--- config.mk ---
export PLATFORM = sky130hd
export DESIGN_NAME = f0_clc_gen
export DESIGN_NICKNAME = d
export VERILOG_FILES = /design/src/rtl/f0_clc_gen.sv
export SDC_FILE = /design/constraint.sdc
export NUM_CORES = 1
export LEC_CHECK = 0
export ABC_AREA = 1
export ABC_CLOCK_PERIOD_IN_PS = 1900
export BUFFER_PORTS_ARGS = -buffer_cell sky130_fd_sc_hd__buf_2
export CORE_UTILIZATION = 35
export DETAILED_ROUTE_END_ITERATION = 7
export PLACE_DENSITY = 0.68
export SETUP_SLACK_MARGIN = 0.4
export SLEW_MARGIN = 25
export SYNTH_ARGS = -nofsm -noshare
export SYNTH_HDL_FRONTEND = slang
export SYNTH_SLANG_ARGS = --single-unit
--- constraint.sdc ---
create_clock -name clk -period 1.9 [get_ports clk]
set_clock_uncertainty 0.2 [all_clocks]
set_input_delay 0.38 -clock clk [delete_from_list [all_inputs] [get_ports clk]]
set_output_delay 0.38 -clock clk [all_outputs]
set_load 0.02 [all_outputs]
--- src/rtl/f0_clc_gen.sv ---
// Fetch stage 0: owns the fetch PC, applies redirects and produces the
// even/odd cache-line-candidate pair plus redirect epoch for stage f1.
//
// state  | meaning
// -------+-------------------------------------------------------------
// RESET  | leaving reset; moves to RUN on the first edge, redirects ignored
// RUN    | presenting a live fetch; advances, stalls, halts or redirects
// HALTED | fetching stopped by halt_in; only a redirect leaves
// FAULT  | redirect target was misaligned; only a redirect leaves
module f0_clc_gen #(
  parameter int                XLEN         = 32,
  parameter int                CLC_WIDTH    = 28,
  parameter logic [XLEN-1:0]   RESET_VECTOR = 32'h0000_1000
) (
  input  logic                 clk,
  input  logic                 rst,
  input  logic                 stall_in,
  input  logic                 halt_in,
  input  logic                 redirect_be_valid,
  input  logic [XLEN-1:0]      redirect_be_pc,
  input  logic                 redirect_fe_valid,
  input  logic [XLEN-1:0]      redirect_fe_pc,
  output logic [XLEN-1:0]      pc_out,
  output logic                 fetch_valid,
  output logic [CLC_WIDTH-1:0] clc_even_out,
  output logic [CLC_WIDTH-1:0] clc_odd_out,
  output logic                 clc_even_valid,
  output logic                 clc_odd_valid,
  output logic [1:0]           epoch_out,
  output logic                 exception_out
);

  localparam int              OFF       = XLEN - CLC_WIDTH;
  localparam logic [XLEN-1:0] FETCH_INC = {{(XLEN-1){1'b0}}, 1'b1} << OFF;

  typedef enum logic [1:0] {
    ST_RESET  = 2'd0,
    ST_RUN    = 2'd1,
    ST_HALTED = 2'd2,
    ST_FAULT  = 2'd3
  } state_t;

  state_t          state_q, state_d;
  logic [XLEN-1:0] pc_q, pc_d;
  logic [1:0]      epoch_q, epoch_d;

  logic            redirect;
  logic [XLEN-1:0] redirect_pc;

  // Backend redirect outranks the frontend one; only one epoch bump per edge.
  always_comb begin
    redirect    = redirect_be_valid | redirect_fe_valid;
    redirect_pc = redirect_be_valid ? redirect_be_pc : redirect_fe_pc;
  end

  // Next-state, next-PC and next-epoch selection.
  always_comb begin
    state_d = state_q;
    pc_d    = pc_q;
    epoch_d = epoch_q;
    if (state_q == ST_RESET) begin
      state_d = ST_RUN;
    end else if (redirect) begin
      pc_d    = redirect_pc;
      epoch_d = epoch_q + 2'd1;
      state_d = redirect_pc[0] ? ST_FAULT : ST_RUN;
    end else if (state_q == ST_RUN) begin
      if (halt_in) begin
        state_d = ST_HALTED;
      end else if (!stall_in) begin
        pc_d = pc_q + FETCH_INC;
      end
    end
  end

  // State, PC and epoch registers.
  always_ff @(posedge clk or posedge rst) begin
    if (rst) begin
      state_q <= ST_RESET;
      pc_q    <= RESET_VECTOR;
      epoch_q <= 2'd0;
    end else begin
      state_q <= state_d;
      pc_q    <= pc_d;
      epoch_q <= epoch_d;
    end
  end

  logic [CLC_WIDTH-1:0] line_l, line_l1;
  logic                 aligned;

  // Line-candidate decode; indices are placed by parity, valids depend on
  // whether the fetch block straddles into the next line.
  always_comb begin
    line_l  = pc_q[XLEN-1:OFF];
    line_l1 = line_l + {{(CLC_WIDTH-1){1'b0}}, 1'b1};
    aligned = (pc_q[OFF-1:0] == '0);

    pc_out        = pc_q;
    epoch_out     = epoch_q;
    fetch_valid   = (state_q == ST_RUN);
    exception_out = (state_q == ST_FAULT);

    clc_even_out   = line_l[0] ? line_l1 : line_l;
    clc_odd_out    = line_l[0] ? line_l  : line_l1;
    clc_even_valid = fetch_valid & (~aligned | ~line_l[0]);
    clc_odd_valid  = fetch_valid & (~aligned |  line_l[0]);
  end

endmodule

## Word-level counts from Yosys, hierarchy flattened

Cells that the tools add are included.

- $add $sub $neg: 3
- Multiply operators: 0
- Div/mod/pow operators: 0
- Magnitude comparators: 0
- Equal/unequal tests: 4
- Shift operators: 0
- Multiplexer cells: 12
- Bitwise operators: 8
- Reductions and logical operators: 8

Operator list:

| cell | number |
|---|---|
| 32-bit two-way mux | 5 |
| 28-bit two-way mux | 2 |
| 32-bit by 5-bit adder with 32-bit output (second input constant) | 1 |
| 28-bit by 1-bit adder with 28-bit output (second input constant) | 1 |
| 2-bit two-way mux | 5 |
| 3-bit nonzero test | 2 |
| 4-bit zero test | 1 |
| 2-bit by 1-bit inequality test with 1-bit output (second input constant) | 2 |
| 2-bit AND reduction | 2 |
| 4-bit AND reduction | 1 |
| 1-bit inverter | 3 |
| 1-bit bitwise OR | 3 |
| 2-bit by 1-bit adder with 2-bit output (second input constant) | 1 |
| 1-bit AND | 2 |
| 2-bit by 1-bit equality test with 1-bit output (second input constant) | 1 |
| 2-bit equality test (second input constant) | 1 |
| 2-bit zero test | 1 |
| 2-bit nonzero test | 1 |

- Bits in registers: 36
- Latch bits: 0
- RAM bits: 0
- Memory bits (read-only): 0
- Output and inout bits: 94
- Memories: 0

## Longest topological paths before layout

Gate-level depths: netlist of the first run.

- Depth in word-level cells: 5
- Depth in mapped cells: 10

## Least setup slack after synthesis of the first run

No wires, ideal clock.

- Path kind: reg2out
- From: register pc_q[4] (netlist: pc_out[4])
- To: output clc_even_out[10]
- Arrival: 1.770 ns
- Data required time: 1.320 ns
- Setup slack: -0.450 ns
- Cell stages (with the launch flop): 9
- Path buffers: 0
- Cells stage by stage: dfrtp_1 ha_1 inv_1 nor2_1 nand2_2 nor2_4 xor2_1 inv_1 o21ai_1

- Longest elaborated chain between the ends: 2

Ends and longest elaborated chain:

| what | line | RTL |
|---|---|---|
| start: declaration | 44 | `logic [XLEN-1:0] pc_q, pc_d;` |
| start signal: assignment | 84 | `pc_q <= pc_d;` |
| 28-bit by 1-bit adder with 28-bit output | 96 | `line_l1 = line_l + {{(CLC_WIDTH-1){1'b0}}, 1'b1};` |
| 28-bit two-way mux * | 104 | `clc_even_out = line_l[0] ? line_l1 : line_l;` |
| end: declaration | 25 | `output logic [CLC_WIDTH-1:0] clc_even_out,` |

Every way passes the cells marked *; elsewhere a longest branch is shown, timed or not.

## Worst setup path after layout of the first run

- From: register pc_q[4] (netlist: pc_out[4])
- To: output clc_even_out[21]

Same word-level chain as after synthesis.

==> impl_metrics.tcl, run 1 <==
set metrics [dict create \
    overflow 0 \
    slew_violations 0 \
    setup_ws_ns -0.631 \
    routabilityCongestion 0.840 \
    vias_per_cell 5.36 \
    syn_avg_cell_area_um2 6.47 \
    clk_latency_ns 0.29 \
    area_growth_pct 122 \
    register_area_um2 918 \
    antenna_found_initial 0 \
    drive_gt1_share_pct 68.2 \
    cp-endpoint "clc_even_out[21]" \
    hold_buffers 0 \
    vias 4511 \
    cts_tree "done" \
    fin_util_pct 81.5 \
    grt_usage_pct 27.9 \
    worstRegToRegCells 12 \
    fmax_mhz 395 \
    start_kind "register" \
    drc 0 \
    fin_cells 841 \
    grt_max_degree 37 \
    chipHeight_um 95.2 \
    grt_pass1_vias 4142 \
    cp.required_ns 1.32 \
    ir_drop_uv 615 \
    power_density_mw_per_mm2 896 \
    worstHoldPathType "input pin to async pin" \
    p_leak_uw 0.00321 \
    cts.reportedPaths.clkPinSlew_ns 0.08 \
    design.core.area_mm2 0.00830 \
    final_nets 807 \
    cts_root_buffer "clkbuf_8" \
    hold_viol 9 \
    layout_min_cycle_time_ns 2.53 \
    holdWs_ns -0.00829 \
    setup_viol 61 \
    dr.pass1.iters 5 \
    numCtsBuffers 5 \
    crit_fanout 3 \
    max_cap_viol_count 0 \
    crit_arrival_ns 1.95 \
    final_common_cell "buf_6" \
    clkSinkCount 36 \
    ys_seq_area_share_pct 29.7 \
    synth_edf_count 0 \
    ys_ff_latch 36 \
    multi_input_area_mm2 0.00278 \
    die_area_mm2 0.00907 \
    synthCells 470 \
    port-buffer-count 161 \
    grt_pass1_wl_mm 19.7 \
    row_count 33 \
    fillers 460 \
    die_x_um 95.2 \
    synth_ff_type "dfrtp_1" \
    antenna_cells 0 \
    drt-initial-drc-count 345 \
    start_util_pct 36.7 \
    syn_area_mm2 0.00304 \
    worstSetupEndpointType "output pin" \
    final_cell_mix "buf_6, buf_2, nand2_1, nor2_1, buf_4" \
    pin_count 164 \
    path_class "register to output pin" \
    crit_path_start "pc_out[4]$_DFFE_PP0P_" \
    period_share_pct 133 \
    placed_cells 782 \
    htreeDepth 2 \
    reg2reg_to "pc_out[7]$_DFFE_PP0P_" \
    ant_nets 0 \
    routedWlPerCell_um 17.7 \
    clockBufferDepth 2 \
    synth_warnings 0 \
    violations "negative hold slack, negative setup slack" \
    syn_nets 542 \
    dpl.hpwl_mm 8.48 \
    routed_wl_mm 14.9 \
    synth_cell_types 34 \
    rsz0062_at_grt "true" \
    rrSetupSlack_ns -0.23 \
    fin_total_pwr_uw 6060 \
    status "complete, but fails checks" \
    r2r-start "pc_out[4]$_DFFE_PP0P_" \
    async_flop_share_pct 100 \
]
-- power breakdown --
part	switching [µW]	internal, µW	leakage, µW
Combinational	2270	2150	0.00276
Sequential	169	933	0.000403
Clock	281	258	0.0000422
Total	2720	3340	0.00321
-- synth_stat cells, types with 3 or more instances --
master	n	area share (%)
inv_1	34	4.2
nand2_2	4	0.82
and2_1	3	0.62
buf_2	9	1.5
inv_2	3	0.37
buf_4	3	0.74
nand3_1	19	3.1
o21ai_0	28	4.6
nand2_1	130	16
clkbuf_1	22	2.7
a22o_1	19	5.5
xor2_2	4	2.1
xor2_1	7	2.0
xnor2_1	4	1.2
a31oi_1	10	2.1
nor2_2	9	1.9
nor2_4	6	2.2
a21oi_1	18	3.0
nor2_1	72	8.9
nand3b_1	3	0.74
dfrtp_1	35	29
a22oi_1	8	2.0
o21ai_1	7	1.2
-- area by class of cell --
cell class                      count  share of cell area [%]
Tap cell                          105                    1.94
Clock inverter                      1                  0.0740
Timing Repair Buffer              292                    40.0
Sequential cell                    36                    13.6
Clock buffer                        7                    1.13
Multi-Input combinational cell    362                    41.1
Inverter                           38                    2.26
-- worst min-delay path by stage --
stage,start,endpoint,slack (ns),cells past startpoint
after floorplan,redirect_fe_pc[3],pc_out[3]$_DFFE_PP0P_,0.33,2
after global placement,epoch_out[1]$_DFFE_PP0P_,epoch_out[1]$_DFFE_PP0P_,0.26,1
after detailed placement,epoch_out[1]$_DFFE_PP0P_,epoch_out[1]$_DFFE_PP0P_,0.27,1
after CTS,rst,pc_out[18]$_DFFE_PP0P_,0.008,3
after global routing,rst,pc_out[9]$_DFFE_PP0P_,0.04,3
final,rst,pc_out[9]$_DFFE_PP0P_,-0.008,3
-- per-stage QoR --
stage / area [µm²] / TNS, ns / hold slack, ns / setup slack (ns)
floorplan: 3450 / -2.62 / 0.331 / -0.193
global placement: 4840 / -3.70 / 0.260 / -0.195
detailed placement: 4840 / -4.76 / 0.265 / -0.258
CTS: 6070 / -16.72 / 0.00791 / -0.487
global route: 6760 / -26.90 / 0.0420 / -0.703
finish: 6760 / -23.22 / -0.00829 / -0.631
-- kinds of logic (layout without fill, tap and decap cells) --
group	count (synthesis)	in the layout	synth area share (%)
other	2	2	0.247
adder cells (fa/ha/maj)	2	2	0.823
XOR/XNOR	15	15	5.31
AND/OR/NAND/NOR	251	251	35.6
AO/OA/AOI/OAI	92	92	18.8
buffers and inverters	72	338	9.63
flip-flops	36	36	29.7
-- state kept, by name, indices dropped and copies added, names as in the netlist --
signal	count
epoch_out	2
state_q	2
pc_out	32
-- worst max-delay path, cell delays in order (launching register included) --
cell      delay, ns
dfrtp_2        0.41
buf_6          0.11
buf_6          0.10
nand2_4        0.06
nor2_4         0.20
buf_6          0.13
nand2_4        0.06
nor2_4         0.21
nand3b_1       0.13
nand2_2        0.12
buf_6          0.12
-- metal layers --
layer | up-vias | routed length [µm] | track usage, %
li1 | 2036 | - | -
met1 | 2153 | 5810 | 34.5
met2 | 260 | 7490 | 49.2
met3 | 62 | 1030 | 4.15
met4 | 0 | 553 | 9.60
met5 | - | 0 | 0
-- timing repair --
item                                    CTS  global route
pin swaps                                44            52
endpoints found under the setup margin  111           115
gates cloned                              0             2
resized for setup                       277           120
endpoints found under the hold margin     0             0
buffers inserted                         27            22
No activity file was read; power rests on OpenSTA's default activity.
==> inputs of run 2 (changes only) <==
Settings changed: ABC_AREA 1 to not set, ABC_CLOCK_PERIOD_IN_PS 1900 to 2790, PLACE_DENSITY 0.68 to not set.
Clock period 1.9 ns to 2.79 ns, I/O delays scaled along.
==> impl_metrics.tcl, run 2 <==
set metrics [dict create \
    pin_count 164 \
    path_class "register to output pin" \
    row_count 35 \
    final.setup.tns_ns 0 \
    syn_avg_cell_area_um2 7.71 \
    clkSinkCount 36 \
    ir_drop_uv 370 \
    largest_reg_flops 32 \
    grt_pass1_vias 3860 \
    synth_top_area_share_pct 26.5 \
    cp_slowest_stage_delay_ns 0.41 \
    syn_area_mm2 0.00330 \
    reg2reg_to "pc_out[20]$_DFFE_PP0P_" \
    start_util_pct 35.9 \
    cts_tree "done" \
    vias_per_cell 5.61 \
    grt_usage_pct 24.4 \
    yosys-top-cells-count "nand2_1, dfrtp_1, clkbuf_1" \
    fin_total_pwr_uw 2520 \
    hold_buffers 0 \
    area_growth_pct 62.3 \
    status "completed" \
    final_cell_mix "buf_2, buf_4, nand2_1, nand4_1, dfrtp_1" \
    slew_headroom_pct 54.0 \
    hold_viol 0 \
    overflow 0 \
    drive_gt1_share_pct 54.3 \
    path_cells "ha_4 -> and4_4 -> and4_4 -> buf_6 -> and3_4 -> xor2_4 -> buf_6" \
    fillers 831 \
    slew_violations 0 \
    crit_fanout 5 \
    routabilityCongestion 0.855 \
    antenna_found_initial 0 \
    start_kind "register" \
    ant_nets 0 \
    cts.reportedPaths.clkPinSlew_ns 0.07 \
    design.core.area_mm2 0.00920 \
    clk_latency_ns 0.29 \
    r2r-start "state_q[1]$_DFFE_PP0P_" \
    cp.required_ns 2.03 \
    numCtsBuffers 5 \
    critPathSlowestCell "dfrtp_2" \
    dr.pass1.iters 6 \
    die_x_um 99.1 \
    worst_pin_slew_ns 0.684 \
    cts_root_buffer "clkbuf_8" \
    clockBufferDepth 2 \
    synthMostInstantiatedCell "nand2_1" \
    routedWlPerCell_um 16.7 \
    drc 0 \
    die_area_mm2 0.00982 \
    grt_max_degree 36 \
    yosys.area.top_type "dfrtp_1" \
    syn_nets 500 \
    period_share_pct 96.0 \
    synthTopCellsByArea "dfrtp_1, xnor2_1, nand2_1" \
    worstRegToRegCells 5 \
    ys_seq_area_share_pct 27.3 \
    ys_ff_latch 36 \
    synthCells 428 \
    chipHeight_um 99.1 \
    synth_warnings 0 \
    htreeDepth 2 \
    fmax_mhz 373 \
    vias 3992 \
    synth_edf_count 0 \
    rsz0062_at_grt "true" \
    dpl.hpwl_mm 8.66 \
    port-buffer-count 161 \
    final_nets 671 \
    power_density_mw_per_mm2 471 \
    layout_min_cycle_time_ns 2.68 \
    worstHoldPathType "input pin to async pin" \
    drt-initial-drc-count 262 \
    max_cap_viol_count 0 \
    final_common_cell "buf_2" \
    rrSetupSlack_ns 0.65 \
    routed_wl_mm 11.8 \
    setup_viol 0 \
    p_leak_uw 0.00254 \
    antenna_cells 0 \
    grt_pass1_wl_mm 19.1 \
    worstSetupEndpointType "output pin" \
    async_flop_share_pct 100 \
    crit_arrival_ns 1.92 \
    synth_cell_types 49 \
    synth_ff_type "dfrtp_1" \
]
==> run 2: layout make-up <==
type / instances / area [µm²] / share of cell area [%]
multi-input combinational: 318 / 2650 / 49.5
timing repair buffer: 231 / 1540 / 28.7
sequential: 36 / 910 / 17.0
tap: 111 / 139 / 2.59
clock buffer: 8 / 90.1 / 1.68
inverter: 7 / 30.0 / 0.560
==> run 2: logic make-up after synthesis <==
| group | Yosys count | synth area share (%) |
|---|---|---|
| mux | 10 | 3.03 |
| simple gates | 177 | 27.6 |
| compound gates | 85 | 19.1 |
| buf+inv | 74 | 10.8 |
| flops | 36 | 27.3 |
| fa+ha+maj | 2 | 0.758 |
| xor+xnor | 42 | 11.1 |
| other cells | 2 | 0.228 |
==> run 2: metrics by stage <==
step / utilization, % / instance area, µm² / hold WS [ns] / instances / setup WS [ns]
finish: 58.3 / 5360 / 0.157 / 711 / 0.111
global route: 58.3 / 5360 / 0.193 / 711 / 0.0203
CTS: 55.4 / 5100 / 0.176 / 706 / 0.108
detailed placement: 49.6 / 4560 / 0.255 / 677 / 0.101
global placement: 49.6 / 4560 / 0.262 / 677 / 0.190
floorplan: - / 3630 / 0.378 / 428 / 0.214
==> run 2: how the worst max path moves through the flow <==
stage                           start                to  slack, ns  cells after the start
6_report        pc_out[5]$_DFFE_PP0P_  clc_even_out[24]       0.11                      7
5_1_grt        pc_out[15]$_DFFE_PP0P_  clc_even_out[23]       0.02                      7
4_1_cts         pc_out[9]$_DFFE_PP0P_   clc_odd_out[12]       0.11                      6
3_5_place_dp   pc_out[12]$_DFFE_PP1P_  clc_even_out[27]       0.10                      5
2_1_floorplan  pc_out[12]$_DFFE_PP1P_  clc_even_out[12]       0.21                      5
3_3_place_gp   pc_out[12]$_DFFE_PP1P_  clc_even_out[25]       0.19                      5
==> run 2: routing by layer <==
layer / GRT usage, % / vias to the layer above / routed length [µm]
met4: 7.69 / 0 / 263
met5: 0 / - / 0
met2: 43.5 / 186 / 5940
met3: 3.94 / 23 / 722
li1: - / 1877 / -
met1: 30.2 / 1906 / 4920
==> run 2: report_power, final <==
part | switching [µW] | internal, µW
clock | 190 | 202
sequential | 107 | 610
combinational | 814 | 600
==> run 2: worst max-delay path: cells and delay by family, from the launching register on <==
kind | cells | cell delay, ns
xor+xnor | 1 | 0.14
simple gates | 3 | 0.70
fa+ha+maj | 1 | 0.15
flops | 1 | 0.41
buf+inv | 2 | 0.24
==> run 2: what timing repair did <==
| action | in CTS | in global routing |
|---|---|---|
| pin swaps | 19 | 19 |
| gates resized for setup | 72 | 57 |
| endpoints found under the setup margin | 37 | 40 |
| buffers inserted | 21 | 5 |
==> inputs of run 3 (changes only) <==
--- a/config.mk
+++ b/config.mk
@@ -7,3 +7,2 @@
 export LEC_CHECK = 0
-export ABC_CLOCK_PERIOD_IN_PS = 2790
 export BUFFER_PORTS_ARGS = -buffer_cell sky130_fd_sc_hd__buf_2
@@ -11,2 +10,3 @@
 export DETAILED_ROUTE_END_ITERATION = 7
+export RECOVER_POWER = 100
 export SETUP_SLACK_MARGIN = 0.4
==> constraint.sdc (replaced) <==
create_clock -name clk -period 2.79 [get_ports clk]
set_clock_uncertainty 0.2 [all_clocks]
set_input_delay 0.279 -clock clk [delete_from_list [all_inputs] [get_ports clk]]
set_output_delay 0.279 -clock clk [all_outputs]
set_load 0.02 [all_outputs]
==> impl_metrics.tcl, run 3 (synthesized netlist as in run 2, its figures left out) <==
set metrics [dict create \
    status "complete, but fails checks" \
    violations "max-capacitance violations, max-slew violations" \
    setup_ws_ns 0.253 \
    drive_gt1_share_pct 36.5 \
    p_sw_uw 1070 \
    sw_frac_of_total_pct 45.3 \
    final.setup.tns_ns 0 \
    crit_fanout 10 \
    cp.required_ns 2.31 \
    p_seq_share_pct 32.0 \
    grt_pass1_wl_mm 19.7 \
    cts_tree "done" \
    area_growth_pct 40.0 \
    chipHeight_um 99.1 \
    setup_viol 0 \
    row_count 35 \
    worst_pin_slew_ns 1.52 \
    rsz0062_at_grt "true" \
    start_kind "register" \
    dpl.hpwl_mm 8.46 \
    holdWs_ns 0.0642 \
    p_leak_uw 0.00214 \
    slew_violations 29 \
    hold_viol 0 \
    clkSinkCount 36 \
    dr.pass1.iters 5 \
    period_share_pct 90.9 \
    worstHoldPathType "input pin to register" \
    clk_latency_ns 0.30 \
    grt_usage_pct 25.2 \
    worstSetupEndpointType "output pin" \
    placed_cells 660 \
    layout_min_cycle_time_ns 2.54 \
    path_class "register to output pin" \
    htreeDepth 2 \
    max_cap_viol_count 1 \
    routed_wl_mm 12.3 \
    vias_per_cell 5.72 \
    antenna_cells 0 \
    grt_max_degree 37 \
    place_ws_ns 0.273 \
    die_x_um 99.1 \
    routabilityCongestion 0.825 \
    routedWlPerCell_um 17.9 \
    fin_total_pwr_uw 2360 \
    slew_headroom_pct -1.41 \
    design.core.area_mm2 0.00920 \
    final_cell_mix "buf_2, buf_4, nand2_1, clkbuf_1, dfrtp_1" \
    clockBufferDepth 2 \
    cts_root_buffer "clkbuf_8" \
    pin_count 164 \
    grt_pass1_vias 3783 \
    cts.reportedPaths.clkPinSlew_ns 0.09 \
    power.internal_uw 1290 \
    drc 0 \
    p_comb_share_pct 47.5 \
    die_area_mm2 0.00982 \
    numCtsBuffers 5 \
    ir_drop_uv 302 \
    final_nets 649 \
    drt-initial-drc-count 177 \
    start_util_pct 35.9 \
    antenna_found_initial 0 \
    port-buffer-count 161 \
    largest_reg_flops 32 \
    ant_nets 0 \
    clkPwrFrac_pct 20.5 \
    fin_cells 689 \
    final_common_cell "buf_2" \
    vias 3941 \
    power_density_mw_per_mm2 511 \
    overflow 0 \
    crit_arrival_ns 2.06 \
    fmax_mhz 394 \
]
-- run 3: final cells by class --
cell class,instances,area [µm²]
clock buffer,5,68.8
clock inverter,3,42.5
fill,947,4580
inverter,7,26.3
multi-input combinational,319,2300
sequential,36,902
tap,111,139
timing repair buffer,208,1140
-- run 3: per-layer routing --
metal	up-vias	track usage [%]	routed length (µm)
met3	18	4.50	795
met4	0	7.81	229
met1	1916	33.8	5590
met2	161	41.6	5710
met5	-	0	0
li1	1846	-	-
-- run 3: what timing repair did --
| action | CTS | global route |
|---|---|---|
| gates resized for setup | 45 | 36 |
| pin swaps | 6 | 15 |
| buffers inserted | 14 | 5 |
| hold buffers | 1 | 0 |
| gates cloned | 1 | 0 |
| endpoints found under the hold margin | 35 | 0 |
| setup endpoints to repair | 29 | 30 |
-- run 3: worst paths after layout --
kind	from	end	slack, ns	cells past startpoint
max	pc_out[24]$_DFFE_PP0P_	clc_odd_out[24]	0.25	5
min	redirect_fe_pc[3]	pc_out[3]$_DFFE_PP0P_	0.06	3
max reg2reg	pc_out[11]$_DFFE_PP0P_	pc_out[28]$_DFFE_PP0P_	0.55	6
min reg2reg	epoch_out[1]$_DFFE_PP0P_	epoch_out[1]$_DFFE_PP0P_	0.28	1
max in group asynchronous	rst	pc_out[21]$_DFFE_PP0P_	1.15	4
min in group asynchronous	rst	pc_out[5]$_DFFE_PP0P_	0.62	4
-- run 3: stage by stage --
step / utilization [%] / cell area, µm²
after floorplan: - / 3370
after global placement: 45.6 / 4190
after detailed placement: 45.6 / 4190
after CTS: 49.9 / 4580
after global routing: 50.2 / 4620
final: 50.2 / 4620
-- run 3: worst max-delay path, stage by stage, from the launching register on --
cell     delay [ns]
dfrtp_1        0.59
nand3_1        0.32
nor3_4         0.34
and3_4         0.22
xor2_1         0.14
buf_4          0.16
-- run 3: power groups by stage --
stage	Clock, µW	Combinational (µW)	Sequential [µW]
5_1_grt	517	1210	773
2_1_floorplan	0	681	781
3_3_place_gp	0	1060	753
6_report	483	1120	757
4_1_cts	495	1130	757
3_5_place_dp	0	1070	759
